**src/rtl/any1_pkg.sv**
```systemverilog
// Shared types for the any1 branch resolve queue: queue entry payload and flush FSM states.
package any1_pkg;

  localparam int unsigned BRQ_AW    = 32;
  localparam int unsigned BRQ_DEPTH = 8;

  typedef struct packed {
    logic [BRQ_AW-1:0] ip;
    logic              pred_taken;
  } brq_entry_t;

  typedef enum logic {BRQ_RUN, BRQ_FLUSH} brq_state_t;

  localparam int unsigned BRQ_EW = $bits(brq_entry_t);

  // Restart address after a mispredicted branch.
  function automatic logic [BRQ_AW-1:0] brq_redirect(input logic              takb,
                                                     input logic [BRQ_AW-1:0] target,
                                                     input logic [BRQ_AW-1:0] fallthru);
    return takb ? target : fallthru;
  endfunction

endpackage

```
**src/rtl/any1_brq_fifo.sv**
```systemverilog
// Branch queue storage: circular buffer with wrap-bit pointers, full/empty/count and synchronous clear.
module any1_brq_fifo
  import any1_pkg::*;
#(
  parameter int unsigned DEPTH = BRQ_DEPTH,
  parameter int unsigned W     = BRQ_EW
) (
  input  logic                       clk,
  input  logic                       rst,
  input  logic                       clr_i,
  input  logic                       push_i,
  input  logic                       pop_i,
  input  logic [W-1:0]               wdata_i,
  output logic [W-1:0]               rdata_o,
  output logic                       full_o,
  output logic                       empty_o,
  output logic [$clog2(DEPTH):0]     count_o
);

  localparam int unsigned IW = $clog2(DEPTH);
  localparam int unsigned PW = IW + 1;

  logic [W-1:0]  mem_q [DEPTH];
  logic [PW-1:0] wr_ptr_q, wr_ptr_d;
  logic [PW-1:0] rd_ptr_q, rd_ptr_d;

  // Clear wins over any push/pop in the same cycle.
  always_comb begin
    wr_ptr_d = wr_ptr_q;
    rd_ptr_d = rd_ptr_q;
    if (clr_i) begin
      wr_ptr_d = '0;
      rd_ptr_d = '0;
    end else begin
      if (push_i) wr_ptr_d = wr_ptr_q + PW'(1);
      if (pop_i)  rd_ptr_d = rd_ptr_q + PW'(1);
    end
  end

  always_ff @(posedge clk or negedge rst) begin
    if (!rst) begin
      wr_ptr_q <= '0;
      rd_ptr_q <= '0;
    end else begin
      wr_ptr_q <= wr_ptr_d;
      rd_ptr_q <= rd_ptr_d;
    end
  end

  always_ff @(posedge clk) begin
    if (push_i && !clr_i) mem_q[wr_ptr_q[IW-1:0]] <= wdata_i;
  end

  assign rdata_o = mem_q[rd_ptr_q[IW-1:0]];
  assign empty_o = (wr_ptr_q == rd_ptr_q);
  assign full_o  = (wr_ptr_q[IW] != rd_ptr_q[IW]) && (wr_ptr_q[IW-1:0] == rd_ptr_q[IW-1:0]);
  assign count_o = wr_ptr_q - rd_ptr_q;

endmodule

```
**src/rtl/any1_branch_resolve_queue.sv**
```systemverilog
// Execute-side branch resolve queue: matches resolved branches against fetch predictions, updates the predictor.
// Optional build macro ANY1_BRQ_STATS_EN adds saturating branch/mispredict statistics counters.
module any1_branch_resolve_queue
  import any1_pkg::*;
#(
  parameter int unsigned DEPTH = BRQ_DEPTH,
  parameter int unsigned AW    = BRQ_AW
) (
  input  logic                    clk,
  input  logic                    rst,
  input  logic                    en,
  input  logic                    fq_push,
  input  logic [AW-1:0]           fq_ip,
  input  logic                    fq_pred_taken,
  output logic                    fq_full,
  output logic [$clog2(DEPTH):0]  fq_count,
  input  logic                    ex_valid,
  input  logic [AW-1:0]           ex_ip,
  input  logic                    ex_takb,
  input  logic [AW-1:0]           ex_target,
  input  logic [AW-1:0]           ex_fallthru,
  output logic                    upd_valid,
  output logic [AW-1:0]           upd_ip,
  output logic                    upd_takb,
  output logic                    mispredict,
  output logic [AW-1:0]           redirect_ip,
`ifdef ANY1_BRQ_STATS_EN
  output logic [31:0]             stat_branches,
  output logic [31:0]             stat_mispred,
`endif
  output logic                    tag_err
);

  if (AW != BRQ_AW) begin : g_aw_chk
    $error("AW must equal the package entry address width");
  end
  if (DEPTH < 2 || (DEPTH & (DEPTH - 1)) != 0) begin : g_depth_chk
    $error("DEPTH must be a power of 2 and at least 2");
  end

  brq_state_t  state_q, state_d;
  brq_entry_t  head, wentry;
  logic        empty, full;
  logic        pop_c, hit_c, mis_c, push_c, clr_c;

  logic          upd_valid_q, upd_valid_d;
  logic [AW-1:0] upd_ip_q, upd_ip_d;
  logic          upd_takb_q, upd_takb_d;
  logic          mispredict_q, mispredict_d;
  logic [AW-1:0] redirect_ip_q, redirect_ip_d;
  logic          tag_err_q, tag_err_d;

  assign wentry = '{ip: fq_ip, pred_taken: fq_pred_taken};

  any1_brq_fifo #(
    .DEPTH (DEPTH),
    .W     (BRQ_EW)
  ) u_fifo (
    .clk     (clk),
    .rst     (rst),
    .clr_i   (clr_c),
    .push_i  (push_c),
    .pop_i   (pop_c),
    .wdata_i (wentry),
    .rdata_o (head),
    .full_o  (full),
    .empty_o (empty),
    .count_o (fq_count)
  );

  // Next state, queue control and registered-output next values.
  always_comb begin
    state_d       = state_q;
    upd_valid_d   = 1'b0;
    upd_ip_d      = '0;
    upd_takb_d    = 1'b0;
    mispredict_d  = 1'b0;
    redirect_ip_d = '0;
    tag_err_d     = 1'b0;

    pop_c  = en && ex_valid && !empty;
    hit_c  = pop_c && (head.ip == ex_ip);
    mis_c  = hit_c && (head.pred_taken != ex_takb);
    // A pop in the same cycle frees a slot, so a full queue can still accept.
    push_c = en && fq_push && (state_q == BRQ_RUN) && !mis_c && (!full || pop_c);
    clr_c  = mis_c || (state_q == BRQ_FLUSH);

    if (en && ex_valid && (empty || !hit_c)) tag_err_d = 1'b1;
    if (hit_c) begin
      upd_valid_d = 1'b1;
      upd_ip_d    = ex_ip;
      upd_takb_d  = ex_takb;
    end
    if (mis_c) begin
      mispredict_d  = 1'b1;
      redirect_ip_d = brq_redirect(ex_takb, ex_target, ex_fallthru);
    end

    case (state_q)
      BRQ_RUN:   if (mis_c) state_d = BRQ_FLUSH;
      BRQ_FLUSH: if (en)    state_d = BRQ_RUN;
      default:              state_d = BRQ_RUN;
    endcase
  end

  always_ff @(posedge clk or negedge rst) begin
    if (!rst) begin
      state_q       <= BRQ_RUN;
      upd_valid_q   <= 1'b0;
      upd_ip_q      <= '0;
      upd_takb_q    <= 1'b0;
      mispredict_q  <= 1'b0;
      redirect_ip_q <= '0;
      tag_err_q     <= 1'b0;
    end else begin
      state_q       <= state_d;
      upd_valid_q   <= upd_valid_d;
      upd_ip_q      <= upd_ip_d;
      upd_takb_q    <= upd_takb_d;
      mispredict_q  <= mispredict_d;
      redirect_ip_q <= redirect_ip_d;
      tag_err_q     <= tag_err_d;
    end
  end

  assign fq_full     = full;
  assign upd_valid   = upd_valid_q;
  assign upd_ip      = upd_ip_q;
  assign upd_takb    = upd_takb_q;
  assign mispredict  = mispredict_q;
  assign redirect_ip = redirect_ip_q;
  assign tag_err     = tag_err_q;

`ifdef ANY1_BRQ_STATS_EN
  logic [31:0] stat_br_q, stat_br_d;
  logic [31:0] stat_mp_q, stat_mp_d;

  // Saturating event counters.
  always_comb begin
    stat_br_d = stat_br_q;
    stat_mp_d = stat_mp_q;
    if (hit_c && stat_br_q != 32'hFFFF_FFFF) stat_br_d = stat_br_q + 32'd1;
    if (mis_c && stat_mp_q != 32'hFFFF_FFFF) stat_mp_d = stat_mp_q + 32'd1;
  end

  always_ff @(posedge clk or negedge rst) begin
    if (!rst) begin
      stat_br_q <= '0;
      stat_mp_q <= '0;
    end else begin
      stat_br_q <= stat_br_d;
      stat_mp_q <= stat_mp_d;
    end
  end

  assign stat_branches = stat_br_q;
  assign stat_mispred  = stat_mp_q;
`endif

endmodule

```
**config.mk**
```make
export PLATFORM = sky130hd
export DESIGN_NAME = any1_branch_resolve_queue
export DESIGN_NICKNAME = d
export VERILOG_FILES = /design/src/rtl/any1_pkg.sv /design/src/rtl/any1_brq_fifo.sv /design/src/rtl/any1_branch_resolve_queue.sv
export SDC_FILE = /design/constraint.sdc
export NUM_CORES = 1
export LEC_CHECK = 0
export CAP_MARGIN = 40
export CORE_AREA = 5 5 170 172
export CTS_BUF_LIST = sky130_fd_sc_hd__clkbuf_8
export DETAILED_ROUTE_END_ITERATION = 8
export DIE_AREA = 0 0 175 177
export PLACE_DENSITY = 0.74
export RECOVER_POWER = 25
export SYNTH_ARGS = -nofsm -noshare
export SYNTH_HDL_FRONTEND = slang
export SYNTH_HIERARCHICAL = 1
export SYNTH_SLANG_ARGS = --single-unit
```
**constraint.sdc**
```tcl
create_clock -name clk -period 6.8 [get_ports clk]
set_input_delay 1.36 -clock clk [delete_from_list [all_inputs] [get_ports clk]]
set_output_delay 1.36 -clock clk [all_outputs]
set_load 0.01 [all_outputs]
```
* Yosys cells after proc, flatten, opt, wreduce, memory -nomap -nowiden
Memories as Yosys holds them, arrays and structs flattened.
Cells that the tools add are included.
** Storage, ports and cells
- Register bits after elaboration :: 77
- Memories kept :: 1
- Input bits :: 135
- RAM bits :: 264
- Logic and storage cells :: 55
- Output and inout port bits :: 73
** Cells by class
- Reduce and logical (&&, ||, !) cells :: 21
- Bitwise operators :: 1
- Muxes and demuxes :: 15
- Equal/unequal tests :: 5
- $add $sub $neg :: 3
** Memories
- u_fifo.mem_q :: words 8, bits a word 33, read ports 1, clocked after Yosys merged registers in 0, write ports 1, line any1_brq_fifo.sv:23 : logic [W-1:0] mem_q [DEPTH];
** Operator list (count)
- $mux 32 :: 3
- $eq 32x32->1 :: 1
- $mux 4 :: 4
- $logic_and 1x1->1 :: 11
- $add 4x1->4 const B :: 2
- $mux 1 :: 7
- $logic_not 1->1 :: 5
- $eq 4x4->1 :: 1
- $reduce_bool 2->1 :: 2
- $sub 4x4->4 :: 1
- $eq 3x3->1 :: 1
- $logic_or 1x1->1 :: 3
- $ne 1x1->1 :: 2
- $pmux 1 s2 :: 1
- $not 1->1 :: 1

* Logic depth before layout (Yosys ltp)
Gate-level depths: netlist (run 1).
- Word-level depth :: 11
- Mapped depth :: 15
- Depth with buffers taken out :: 11

* By module
The synthesis (run 1) kept the hierarchy.
** By module, submodules not included
- any1_brq_fifo :: area each 10502.6 µm², cells an instance 517, times used 1, seq. area each 8127.8 µm²
- any1_branch_resolve_queue :: area each 2899.0 µm², cells an instance 238, times used 1, seq. area each 1726.7 µm²

* Worst setup path after synthesis (run 1)
OpenSTA, ideal clock, no wires.
- Path kind :: register to register
- Start point :: reg u_fifo.rd_ptr_q[0]
- End point :: mem u_fifo/mem_q[0][0] (netlist bit), enable pin
- Data arrival time :: 5624 ps
- Period minus slack after synthesis :: 6130 ps
- Library setup time :: 506 ps
- Buffers on the path :: 3
- Cell stages (with the launch flop) :: 14
- Required time :: 6294 ps
- Path slack :: 670 ps
- Path through :: dfrtp_1 -> buf_6 -> buf_2 -> mux4_2 -> nand2_1 -> nand2_1 -> xor2_1 -> nor4_1 -> nand4_1 -> nand4b_2 -> nor3b_1 -> clkbuf_1 -> nand2_1 -> nor4_1
** RTL lines
- from (decl) :: line any1_brq_fifo.sv:25 : logic [PW-1:0] rd_ptr_q, rd_ptr_d;
- from (signal assigned) :: line any1_brq_fifo.sv:46 : rd_ptr_q <= rd_ptr_d;
- to (decl) :: line any1_brq_fifo.sv:23

==> results of run 1 <==
## area by class of cell
type                    instances  area share [%]
clock buffers                  64            5.19
repair buffers                234            13.5
multi-input cells             370            19.6
flip-flops and latches        341            58.1
clock inverters                38           0.921
inverters                       7           0.155
well taps                     346            2.55
## critical path, cell delays in order (launching register included)
cell and delay, ns:
dfrtp_4 0.73, buf_12 0.32, mux4_2 0.54, nand2_1 0.08, nand2_1 0.08, xor2_1 0.30
nor4_1 0.11, nand4_1 0.13, nand4b_2 0.15, buf_4 0.36, nand2b_1 0.39, nand2b_1 0.41
nor2_4 0.74, buf_4 0.40
## flip-flops by register name, indices dropped and copies added, names as in the netlist
name and cells:
u_fifo/rd_ptr_q 4, upd_ip 32, tag_err 1, redirect_ip 32, u_fifo/mem_q 264, upd_valid 1, upd_takb 1, state_q 1
mispredict 1, u_fifo/wr_ptr_q 4
## through the flow
stage                     utilization, %  power, mW  cells  setup WS (ns)  hold WS, ns
after global placement              58.2       4.28   1295           1.52        0.541
final                               62.1       5.86   1400           1.61        0.572
after detailed placement            58.3       4.31   1298           1.57        0.544
after CTS                           62.1       5.94   1400           1.55        0.562
after global routing                62.1       6.18   1400           1.29        0.592
after floorplan                        -       3.76    755          0.670        0.492
## power by group
part           internal (mW)  switching [mW]  leakage (nW)
Sequential              2.44           0.106          3.44
Clock                  0.854           0.763         0.653
Combinational          0.806           0.887          2.31
## layer usage
metal	vias up	global-route usage (%)	routed length, um
met4	0	7.27	953
met2	343	34.2	15200
li1	3342	-	-
met1	3723	25.0	11900
met3	68	4.53	2400
met5	-	0	0
## synthesized netlist by cell type, drive strengths merged
library cell and count:
mux4 66, inv 6, buf 23, nor3b 1, clkbuf 14, nand3 4
nor3 7, nand2 106, nor2 46, a21oi 2, nor4 5, edfxtp 264
nand4 7, fa 1, nand2b 5, nor2b 2, dfrtp 77, xnor2 24
nand4b 1, mux2i 34, and2 33, clkinv 1, and4b 1, ha 5
xor2 17, o21ai 3
## cell families (layout without fill, tap and decap cells)
family,Yosys count,count (layout),synth area share [%]
flops,341,341,73.5
simple gates,218,218,7.34
mux,100,100,13.6
buf+inv,44,343,2.02
xor+xnor,41,41,2.68
fa+ha+maj,6,6,0.616
compound gates,5,5,0.187
## final timing paths
kind / end / from / slack, ns / cells after the start
max: u_fifo/mem_q[6][20]$_DFFE_PP_ / u_fifo/rd_ptr_q[0]$_DFFE_PN0P_ / 1.61 / 13
max reg2reg: u_fifo/mem_q[6][20]$_DFFE_PP_ / u_fifo/rd_ptr_q[0]$_DFFE_PN0P_ / 1.61 / 13
min: u_fifo/rd_ptr_q[3]$_DFFE_PN0P_ / u_fifo/rd_ptr_q[3]$_DFFE_PN0P_ / 0.57 / 2
max in group asynchronous: u_fifo/rd_ptr_q[0]$_DFFE_PN0P_ / rst / 4.32 / 2
min in group asynchronous: upd_ip[9]$_DFF_PN0_ / rst / 1.00 / 1
min reg2reg: u_fifo/rd_ptr_q[3]$_DFFE_PN0P_ / u_fifo/rd_ptr_q[3]$_DFFE_PN0P_ / 0.57 / 2
==> impl_metrics.csv, run 1 <==
group,metric,value,unit
status,status,"complete, no violations",
route,drcViolationCount,0,
timing,finalSetupTns,0,ns
clock_network,clock_path_buffers,3,
cells_and_area,post-route-cell-area,17000,um2
synth,synthCells,755,
floorplanning,core.rowCount,61,
cells_and_area,regArea,9860,um2
synth,netlist.top_cell.by_area,"edfxtp_1",
floorplanning,io_pins,208,
clock_network,clock-root-buffer,"clkbuf_8",
route,ant_nets,0,
route,detail_route.iter0.violations,446,
cells_and_area,n_antenna_cell,0,
timing,drv_slew,0,
placed_design,place_hpwl,20400,um
timing,fmax,193,MHz
timing,rsz0062_at_grt,"false",
global_route,grt_antenna_before_repair,0,
clock_network,post_cts_hold_buffer_count,0,
clock_network,clk_pin_slew,0.06,ns
power_and_ir_drop,powerDensity,345,nW/um2
timing,finClkSkew,0.0243,ns
floorplanning,fp.dieW,175,um
setup_path,critPathCaptureType,"register",
timing,slew-limit-headroom,21.8,%
timing,finalSetupViolCount,0,
placed_design,port_buffers,207,
cells_and_area,fin_nets,1149,
timing,tightest_slew,1.17,ns
clock_network,htree_levels,2,
floorplanning,core_area,27300,um2
global_route,grt_max_degree,58,
timing,finalHoldViolations,0,
setup_path,critPathKind,"register to register",
global_route,grtUsageTotal,19.9,%
floorplanning,die_h,177,um
clock_network,post_cts_resized,0,
cells_and_area,final_cell_mix,"edfxtp_1, clkdlybuf4s50_1, nand2_1",
global_route,grt_first_pass_wirelength,47000,um
route,vias,7476,
synth,synth_area_leaders,"edfxtp_1, dfrtp_1, mux4_2, nand2_1, mux2i_1",
route,wl,30500,um
setup_path,cp.arrival,5.44,ns
synth,avgSynthCellArea,17.8,um2
clock_network,post_cts_buffers,0,
clock_network,numCtsBuffers,54,
clock_network,cts_tree,"yes",
placed_design,gp_congestion,0.757,
setup_path,worstPathRequired,7.05,ns
cells_and_area,mostFrequentLayoutCell,"edfxtp_1",
synth,syn_nets,896,
global_route,grt_pass1_vias,8158,
cells_and_area,areaGrowthSynthToFinish,26.6,%
synth,ys_ff_latch,341,
synth,yosysSeqAreaShare,73.5,%
timing,min_period_over_period,76.3,%
setup_path,worst_setup_path_start_kind,"register",
power_and_ir_drop,irDropWorstVdd,0.168,mV
flow_run,drv_cap,0,
setup_path,worst-path-max-fanout,36,
timing,fin_crit,5.19,ns
power_and_ir_drop,p_leak,6.40,nW
synth,syn_area,13400,um2
worst_hold_path,hold_class,"register to register",
route,dr.pass1.iters,5,
placed_design,place_area,15900,um2
route,wire_per_inst,21.8,um
route,viasPerCell,5.34,
floorplanning,initial_core_util,49.0,%
synth,synth_top_area_share,59.2,%
clock_network,clock_sinks,341,
cells_and_area,layout-drive-gt1-share,16.5,%
floorplanning,dieArea,31000,um2
clock_network,clock_latency,0.58,ns
global_route,grt-ovfl-total,0,
synth,yosysWarnings,6,
synth,ys_types,30,
cells_and_area,multi_input_area,3320,um2
cells_and_area,fillCellCount,2039,
Note: power is estimated with default switching activity, not from simulation.
==> run 2: changes to the inputs <==
Clock period 6.8 ns to 5.4 ns, I/O delays scaled along.
==> run 2 against run 1 <==
Net effect:
- the flow now finishes with violations (capacitance limit, slew limit)
- maximum frequency is 13% higher
- clock power grew 35%
- largest power group unchanged
- largest cell class unchanged
- routed wire length grew 0.50%
- core utilization up 0.43 points
- count of clock-buffer cells in the layout decreased by 7
- critical path type unchanged
- register-to-register slack worse by 0.80 ns
- highest routed layer unchanged
- via count is 0.35% higher
- first-iteration DRC count up 26%
- critical endpoint is now u_fifo/mem_q[1][10]$_DFFE_PP_
==> impl_metrics.csv, run 2 (synthesis gave the netlist of run 1 again) <==
group,metric,value,unit
status,status,"complete, but fails checks",
status,violations,"capacitance limit, slew limit",
route,detail_route.iter0.violations,560,
route,viasPerCell,5.37,
timing,fmax,218,MHz
route,vias,7502,
power_and_ir_drop,power,7.54,mW
clock_network,clock_sinks,341,
floorplanning,io_pins,208,
setup_path,worst-path-max-fanout,31,
clock_network,post_cts_resized,0,
clock_network,post_cts_buffers,0,
setup_path,critPathCaptureType,"register",
setup_path,worstPathRequired,5.60,ns
worst_hold_path,hold_class,"register to register",
route,top_layer,"met4",
power_and_ir_drop,p_leak,6.38,nW
cells_and_area,final_cell_mix,"edfxtp_1, clkdlybuf4s50_1, nand2_1",
route,wire_per_inst,21.9,um
cells_and_area,areaGrowthSynthToFinish,27.5,%
floorplanning,dieArea,31000,um2
route,dr.pass1.iters,5,
timing,min_period_over_period,85.0,%
timing,drv_slew,57,
cells_and_area,layout-drive-gt1-share,16.7,%
setup_path,critPathKind,"register to register",
global_route,grtUsageTotal,20.0,%
route,drcViolationCount,0,
cells_and_area,multi_input_area,3340,um2
clock_network,post_cts_hold_buffer_count,0,
setup_path,cp.arrival,4.78,ns
timing,finalSetupViolCount,0,
global_route,grt_antenna_before_repair,1,
timing,finalSetupTns,0,ns
floorplanning,core.rowCount,61,
global_route,grt_max_degree,57,
placed_design,gp_congestion,0.747,
global_route,grt-ovfl-total,0,
timing,rsz0062_at_grt,"false",
timing,tightest_slew,3.18,ns
global_route,grt_first_pass_wirelength,47300,um
floorplanning,die_h,177,um
timing,fin_crit,4.59,ns
timing,slew-limit-headroom,-112,%
timing,finClkSkew,0.0272,ns
power_and_ir_drop,irDropWorstVdd,0.259,mV
route,ant_nets,0,
floorplanning,initial_core_util,49.0,%
global_route,grt_pass1_vias,8001,
flow_run,drv_cap,1,
floorplanning,core_area,27300,um2
setup_path,worst_setup_path_start_kind,"register",
clock_network,cts_tree,"yes",
clock_network,clk_pin_slew,0.07,ns
clock_network,clock-root-buffer,"clkbuf_8",
clock_network,clock_latency,0.58,ns
route,wl_met2,15400,um
route,wl_met1,12000,um
clock_network,htree_levels,2,
timing,finalHoldViolations,0,
cells_and_area,regArea,9860,um2
placed_design,port_buffers,207,
clock_network,numCtsBuffers,53,
clock_network,clock_path_buffers,3,
power_and_ir_drop,powerDensity,441,nW/um2
cells_and_area,mostFrequentLayoutCell,"edfxtp_1",
setup_path,rr_worst_depth,14,
route,wl,30600,um
worst_hold_path,whs_path_depth,2,
cells_and_area,largest_reg_flops,264,
floorplanning,fp.dieW,175,um
cells_and_area,fillCellCount,1997,
route,met3WireLength,2680,um
cells_and_area,fin_nets,1149,
placed_design,place_hpwl,20200,um
## run 2: cell types whose count changed in the layout (fill, tap and decap cells not counted), sizes merged
cell / delta
dlygate4sd3: -5
inv: -13
clkdlybuf4s50: +5
clkdlybuf4s15: +1
diode: +1
clkinv: +10
clkinvlp: +1
bufinv: +5
clkbuf: -7
## run 2: worst max-delay path, stage by stage (launching register included)
cell and delay (ns):
dfrtp_4 0.63, buf_12 0.30, mux4_2 0.55, nand2_1 0.08, nand2_1 0.10, xor2_1 0.16, nor4_1 0.08, clkdlybuf4s15_2 0.25
nand4_1 0.15, nand4b_2 0.18, nor3b_1 0.34, buf_4 0.21, nand2_1 0.12, nor4_4 0.48, buf_4 0.54
## run 2: report_power, final
group / switching (mW) / internal, mW / total, mW / leakage (nW)
sequential: 0.122 / 3.08 / 3.20 / 3.44
combinational: 1.12 / 1.03 / 2.15 / 2.31
clock: 0.968 / 1.22 / 2.19 / 0.624
## run 2: cell type report
| cell class | count | share of cell area (%) |
|---|---|---|
| inverters | 7 | 0.154 |
| repair buffers | 235 | 13.7 |
| well taps | 346 | 2.53 |
| diodes | 1 | 0.0146 |
| multi-input cells | 370 | 19.6 |
| clock buffers | 57 | 4.59 |
| flip-flops and latches | 341 | 57.7 |
| clock inverters | 41 | 1.79 |
## run 2: path summary, 6_finish.rpt
check,from,to,slack (ns)
min in group asynchronous,rst,upd_ip[14]$_DFF_PN0_,1.57
max in group asynchronous,rst,mispredict$_DFF_PN0_,2.03
setup reg to reg,u_fifo/rd_ptr_q[0]$_DFFE_PN0P_,u_fifo/mem_q[1][10]$_DFFE_PP_,0.81
hold / removal,u_fifo/rd_ptr_q[3]$_DFFE_PN0P_,u_fifo/rd_ptr_q[3]$_DFFE_PN0P_,0.58
setup / recovery,u_fifo/rd_ptr_q[0]$_DFFE_PN0P_,u_fifo/mem_q[1][10]$_DFFE_PP_,0.81
hold reg to reg,u_fifo/rd_ptr_q[3]$_DFFE_PN0P_,u_fifo/rd_ptr_q[3]$_DFFE_PN0P_,0.58
## run 2: routing by layer
layer | global-route usage (%) | vias up
met5 | 0 | -
met4 | 5.37 | 0
met3 | 5.53 | 38
met2 | 34.1 | 344
met1 | 25.6 | 3777
li1 | - | 3343
## run 2: through the flow
| stage | area, um2 | hold WS, ns | utilization, % | worst slack [ns] | instances |
|---|---|---|---|---|---|
| after floorplan | 13400 | 0.492 | - | 0.183 | 755 |
| after global placement | 16000 | 0.547 | 58.4 | 0.592 | 1295 |
| after detailed placement | 16000 | 0.563 | 58.6 | 0.811 | 1299 |
| after CTS | 17100 | 0.574 | 62.6 | 0.776 | 1397 |
| after global routing | 17100 | 0.587 | 62.5 | 0.538 | 1398 |
| final | 17100 | 0.577 | 62.5 | 0.812 | 1398 |
==> patch 1, RTL diff (settings of run 2) <==
Register the output `redirect_ip` once more, with the module's reset; this adds one clock of latency there. The other outputs are not delayed to match.
--- a/src/rtl/any1_branch_resolve_queue.sv
+++ b/src/rtl/any1_branch_resolve_queue.sv
@@ -129,5 +129,11 @@
   assign upd_takb    = upd_takb_q;
   assign mispredict  = mispredict_q;
-  assign redirect_ip = redirect_ip_q;
+  always_ff @(posedge clk or negedge rst) begin
+    if (!rst) begin
+      redirect_ip <= '0;
+    end else begin
+      redirect_ip <= redirect_ip_q;
+    end
+  end
   assign tag_err     = tag_err_q;
 
Formal check against the unedited RTL: not equivalent (Yosys sat finds a counterexample within 4 cycles, from zero or initial values and one cycle with rst low).
==> patch 1 against run 2 <==
- the run still ends with capacitance limit, slew limit left
- sequential share of layout area up 1.8 points
- sequential power up 8.4%
- via count up 2.2%
- power up 4.1%
- wire length up 1.1%
- sequential cell count up 32
- fmax up 1.2%
- final area up 4.9%
- area after synthesis up 6.0%
- setup slack better by 0.055 ns
- clock power up 3%
- critical path type unchanged
- largest power group unchanged
==> patch 1: results (changes against run 2) <==
Tot GR Track Use: 0.2027 (+0.002907)
Post-DP Area: 16790 um^2 (+5.0%)
# nets final: 1185 (+3.1%)
final setup skew: 0.02635 ns (-0.0008305 ns)
worst skew pair latency: 0.59 ns
Max-Cap Viols: 2 (+1)
top post-synthesis cells by area: edfxtp_1, dfrtp_1, mux4_2
peak supply drop: 0.2150 mV (-17%)
number of global-route vias before repair: 8155 (+1.9%)
first-pass GRT wire length: 47790 um (+1.1%)
CTS clk-pin slew, worst paths: 0.06 ns
largest net degree at the start of global routing: 46 (-19%)
Slew headroom: -0.3160 (+0.8020)
Synth Instances: 787 (+4.2%)
leakage power: 6.871 nW (+7.7%)
Crit Path Max Fanout: 22 (-29%)
hpwl dp: 20840 um (+3.4%)
share of post-route cells with drive strength above 1: 0.1712 (+0.004737)
grt met1 use: 0.2641 (+0.008065)
violated checks: capacitance limit, slew limit
placed insts: 1331 (+2.5%)
Worst EP arrival: 4.76 ns (-0.02 ns)
Tcrit/Tclk final: 0.8393 (-0.01023)
Iter 0 DRT Violations: 582 (+3.9%)
max-slew violation total from the final report: 68 (+19%)
per-cell routed wire length: 21.51 um (-1.8%)
switching part of the total power: 0.2899 (-0.003656)
Seq/Total Area, Yosys: 0.7502 (+0.01492)
via/cell ratio: 5.326 (-0.75%)
Placer Congestion: 0.7522 (+0.72%)
final hold slack: 0.3438 ns (-0.2333 ns)
TritonCTS buffer count: 57 (+7.5%)
met2 Use GR: 0.3471 (+0.006485)
commonest cells in the netlist: edfxtp_1, dfrtp_1, nand2_1, mux4_2, nor2_1
syn nets: 928 (+3.6%)
status: complete, but fails checks
worst slack at placement: 0.8395 ns (+0.02887 ns)
vias: 7664 (+2.2%)
initial antenna violation count: 0 (-1)
[patch 1: cell types whose count changed in the layout (fill, tap and decap cells not counted), sizes merged, moves of 2 or more]
cell and change:
dfrtp +32, clkbuf +14, bufinv -4, clkdlybuf4s50 +2, clkinv +2, dlygate4sd3 -2
inv -2
[patch 1: area by class of cell]
class / instances / area [um^2]
timing repair buffer: 235 / 2312
clock buffer: 70 / 963.4
clock inverter: 37 / 181.4
inverter: 7 / 26.28
tap: 346 / 432.9
multi-input combinational: 370 / 3342
fill: 1909 / 9403
sequential: 373 / 10660
antenna: 1 / 2.502
[patch 1: metal layers]
| metal | part of all wire | up-vias | wire, um |
|---|---|---|---|
| li1 | - | 3449 | - |
| met1 | 0.39 | 3835 | 12120 |
| met2 | 0.51 | 332 | 15690 |
| met3 | 0.084 | 48 | 2606 |
| met4 | 0.017 | 0 | 535 |
| met5 | 0 | - | 0 |
[patch 1: cell families after synthesis]
family | share of synthesized area
flip-flops | 0.7502
multiplexers | 0.1286
AND/OR/NAND/NOR | 0.06924
AO/OA/AOI/OAI | 0.001762
adder cells (fa/ha/maj) | 0.005815
XOR/XNOR | 0.02528
buffers and inverters | 0.01903
[patch 1: stage by stage]
stage / power (W) / utilization
floorplan: 0.004982 / -
global placement: 0.005661 / 0.6133
detailed placement: 0.005701 / 0.6146
CTS: 0.007963 / 0.6565
global route: 0.008291 / 0.6558
finish: 0.007843 / 0.6559
[patch 1: path summary, 6_finish.rpt]
check,start,endpoint,cells past startpoint
hold / removal,redirect_ip_q[4],redirect_ip[4],0
setup reg to reg,u_fifo/rd_ptr_q[0],u_fifo/mem_q[0][9],12
max in group asynchronous,rst,upd_ip[20],3
setup / recovery,u_fifo/rd_ptr_q[0],u_fifo/mem_q[0][9],12
hold reg to reg,redirect_ip_q[4],redirect_ip[4],0
min in group asynchronous,rst,upd_ip[11],1
[patch 1: worst max-delay path, cell delays in order, from the launching register on]
cell and delay [ns]:
dfrtp_4 0.66, buf_4 0.35, mux4_2 0.54, nand2_1 0.09, nand2_1 0.07, xnor2_1 0.16
nand4_1 0.20, nor3_1 0.14, nand4b_2 0.15, nor3b_1 0.36, nand2_1 0.21, nor4_4 0.70
buf_4 0.49
[patch 1: power by group through the flow]
| stage | Sequential (W) | Clock (W) | Combinational (W) |
|---|---|---|---|
| 6_report | 0.00347 | 0.00225 | 0.00213 |
| 5_1_grt | 0.00350 | 0.00247 | 0.00233 |
| 4_1_cts | 0.00347 | 0.00231 | 0.00218 |
| 3_5_place_dp | 0.00353 | 0 | 0.00217 |
| 3_3_place_gp | 0.00352 | 0 | 0.00214 |
| 2_1_floorplan | 0.00343 | 0 | 0.00155 |
==> patch 2, RTL diff (flow settings as in run 2) <==
Without the edit above. Set the package constant `BRQ_AW` to 48 (it was 32).
--- a/src/rtl/any1_pkg.sv
+++ b/src/rtl/any1_pkg.sv
@@ -2,5 +2,5 @@
 package any1_pkg;
 
-  localparam int unsigned BRQ_AW    = 32;
+  localparam int unsigned BRQ_AW    = 48;
   localparam int unsigned BRQ_DEPTH = 8;
 
Interface: changed (6 resized); port bits go from 208 to 304. No check against the original RTL was run, so the function may have changed too.
==> patch 2 against run 2 <==
- the flow still finishes with violations (capacitance limit, slew limit)
- clock power is 32% higher
- critical path depth fell by 3
- sequential cell count rose by 160
- power grew 47%
- area after synthesis up 46%
- first-iteration DRC count rose to 2.7 times the old value
- setup slack lost 0.19 ns
- final area is 43% higher
- sequential power grew 47%
- wire length grew 76%
- clock skew rose by 0.0017 ns
==> patch 2: results (changes against run 2) <==
peak supply drop: 0.3094 mV (+20%)
final setup fails: 0 (unchanged)
leakage power: 9.109 nW (+43%)
Max-Cap Viols: 1 (unchanged)
Worst R2R Path Depth: 11 (-3)
Worst EP arrival: 5.05 ns (+0.27 ns)
worst slack at placement: 0.4682 ns (-0.3424 ns)
final cell count without fillers: 1903 (+36%)
Slew headroom: -0.8296 (+0.2884)
per-cell routed wire length: 28.25 um (+29%)
Post-synth EDFFs: 392 (+48%)
met3 wire length: 6120 um (+130%)
Crit Path Max Fanout: 46 (+48%)
Critical Path Start: u_fifo/rd_ptr_q[2]
Max Used Layer: met5
first-pass GRT wire length: 79630 um (+68%)
DR WL met2: 27860 um (+81%)
FFs w/ async S/R, synth: 0.2176 (-0.008242)
worst skew pair latency: 0.62 ns (+0.04 ns)
# port buffers: 303 (+46%)
status: complete, but fails checks
Placer Congestion: 0.8087 (+8.3%)
slowest stage delay, CP: 0.81 ns (+0.18 ns)
max-slew violation total from the final report: 49 (-14%)
Seq/Total Area, Yosys: 0.7396 (+0.004325)
violated checks: capacitance limit, slew limit
top post-synthesis cells by area: edfxtp_1, dfrtp_1, mux4_2
Synth cell types: 33 (+10%)
largest net degree at the start of global routing: 65 (+14%)
syn nets: 1341 (+50%)
met3 global-route usage: 0.08994 (+0.03461)
met1 WL: 17690 um (+47%)
Worst Setup EP: u_fifo/mem_q[0][19]
via/cell ratio: 6.335 (+18%)
Tot GR Track Use: 0.3531 (+0.1533)
placed insts: 1760 (+35%)
max FFs per register: 392 (+48%)
TritonCTS buffer count: 75 (+42%)
min Tclk post-route: 4.782 ns (+0.1940 ns)
number of global-route vias before repair: 12762 (+60%)
met2 Use GR: 0.5950 (+0.2544)
Iter 0 DRT Violations: 1531 (+170%)
# nets final: 1696 (+48%)
## patch 2: where the power goes
group	switching [W]	internal, W	total [W]
logic	0.00200	0.00151	0.00351
clock network	0.00143	0.00145	0.00288
registers	0.000174	0.00451	0.00469
## patch 2: cells by family after synthesis
kind of cell | Yosys count | synth area share
compound gates | 53 | 0.01972
xor+xnor | 56 | 0.02502
fa+ha+maj | 6 | 0.004213
buf+inv | 114 | 0.03191
flops | 501 | 0.7396
mux | 100 | 0.1136
simple gates | 306 | 0.06587
## patch 2: per-stage QoR
step / utilization / cell area [um^2]
detailed placement: 0.8462 / 23120
global placement: 0.8452 / 23090
floorplan: - / 19640
global route: 0.8967 / 24500
finish: 0.8967 / 24500
CTS: 0.8970 / 24510
## patch 2: cell type report
type | instances | share of cell area
timing repair buffer | 334 | 0.1365
tap | 346 | 0.01767
clock buffer | 82 | 0.04606
antenna | 8 | 0.0008171
multi-input combinational | 521 | 0.1874
inverter | 58 | 0.008886
sequential | 501 | 0.5921
clock inverter | 53 | 0.01057
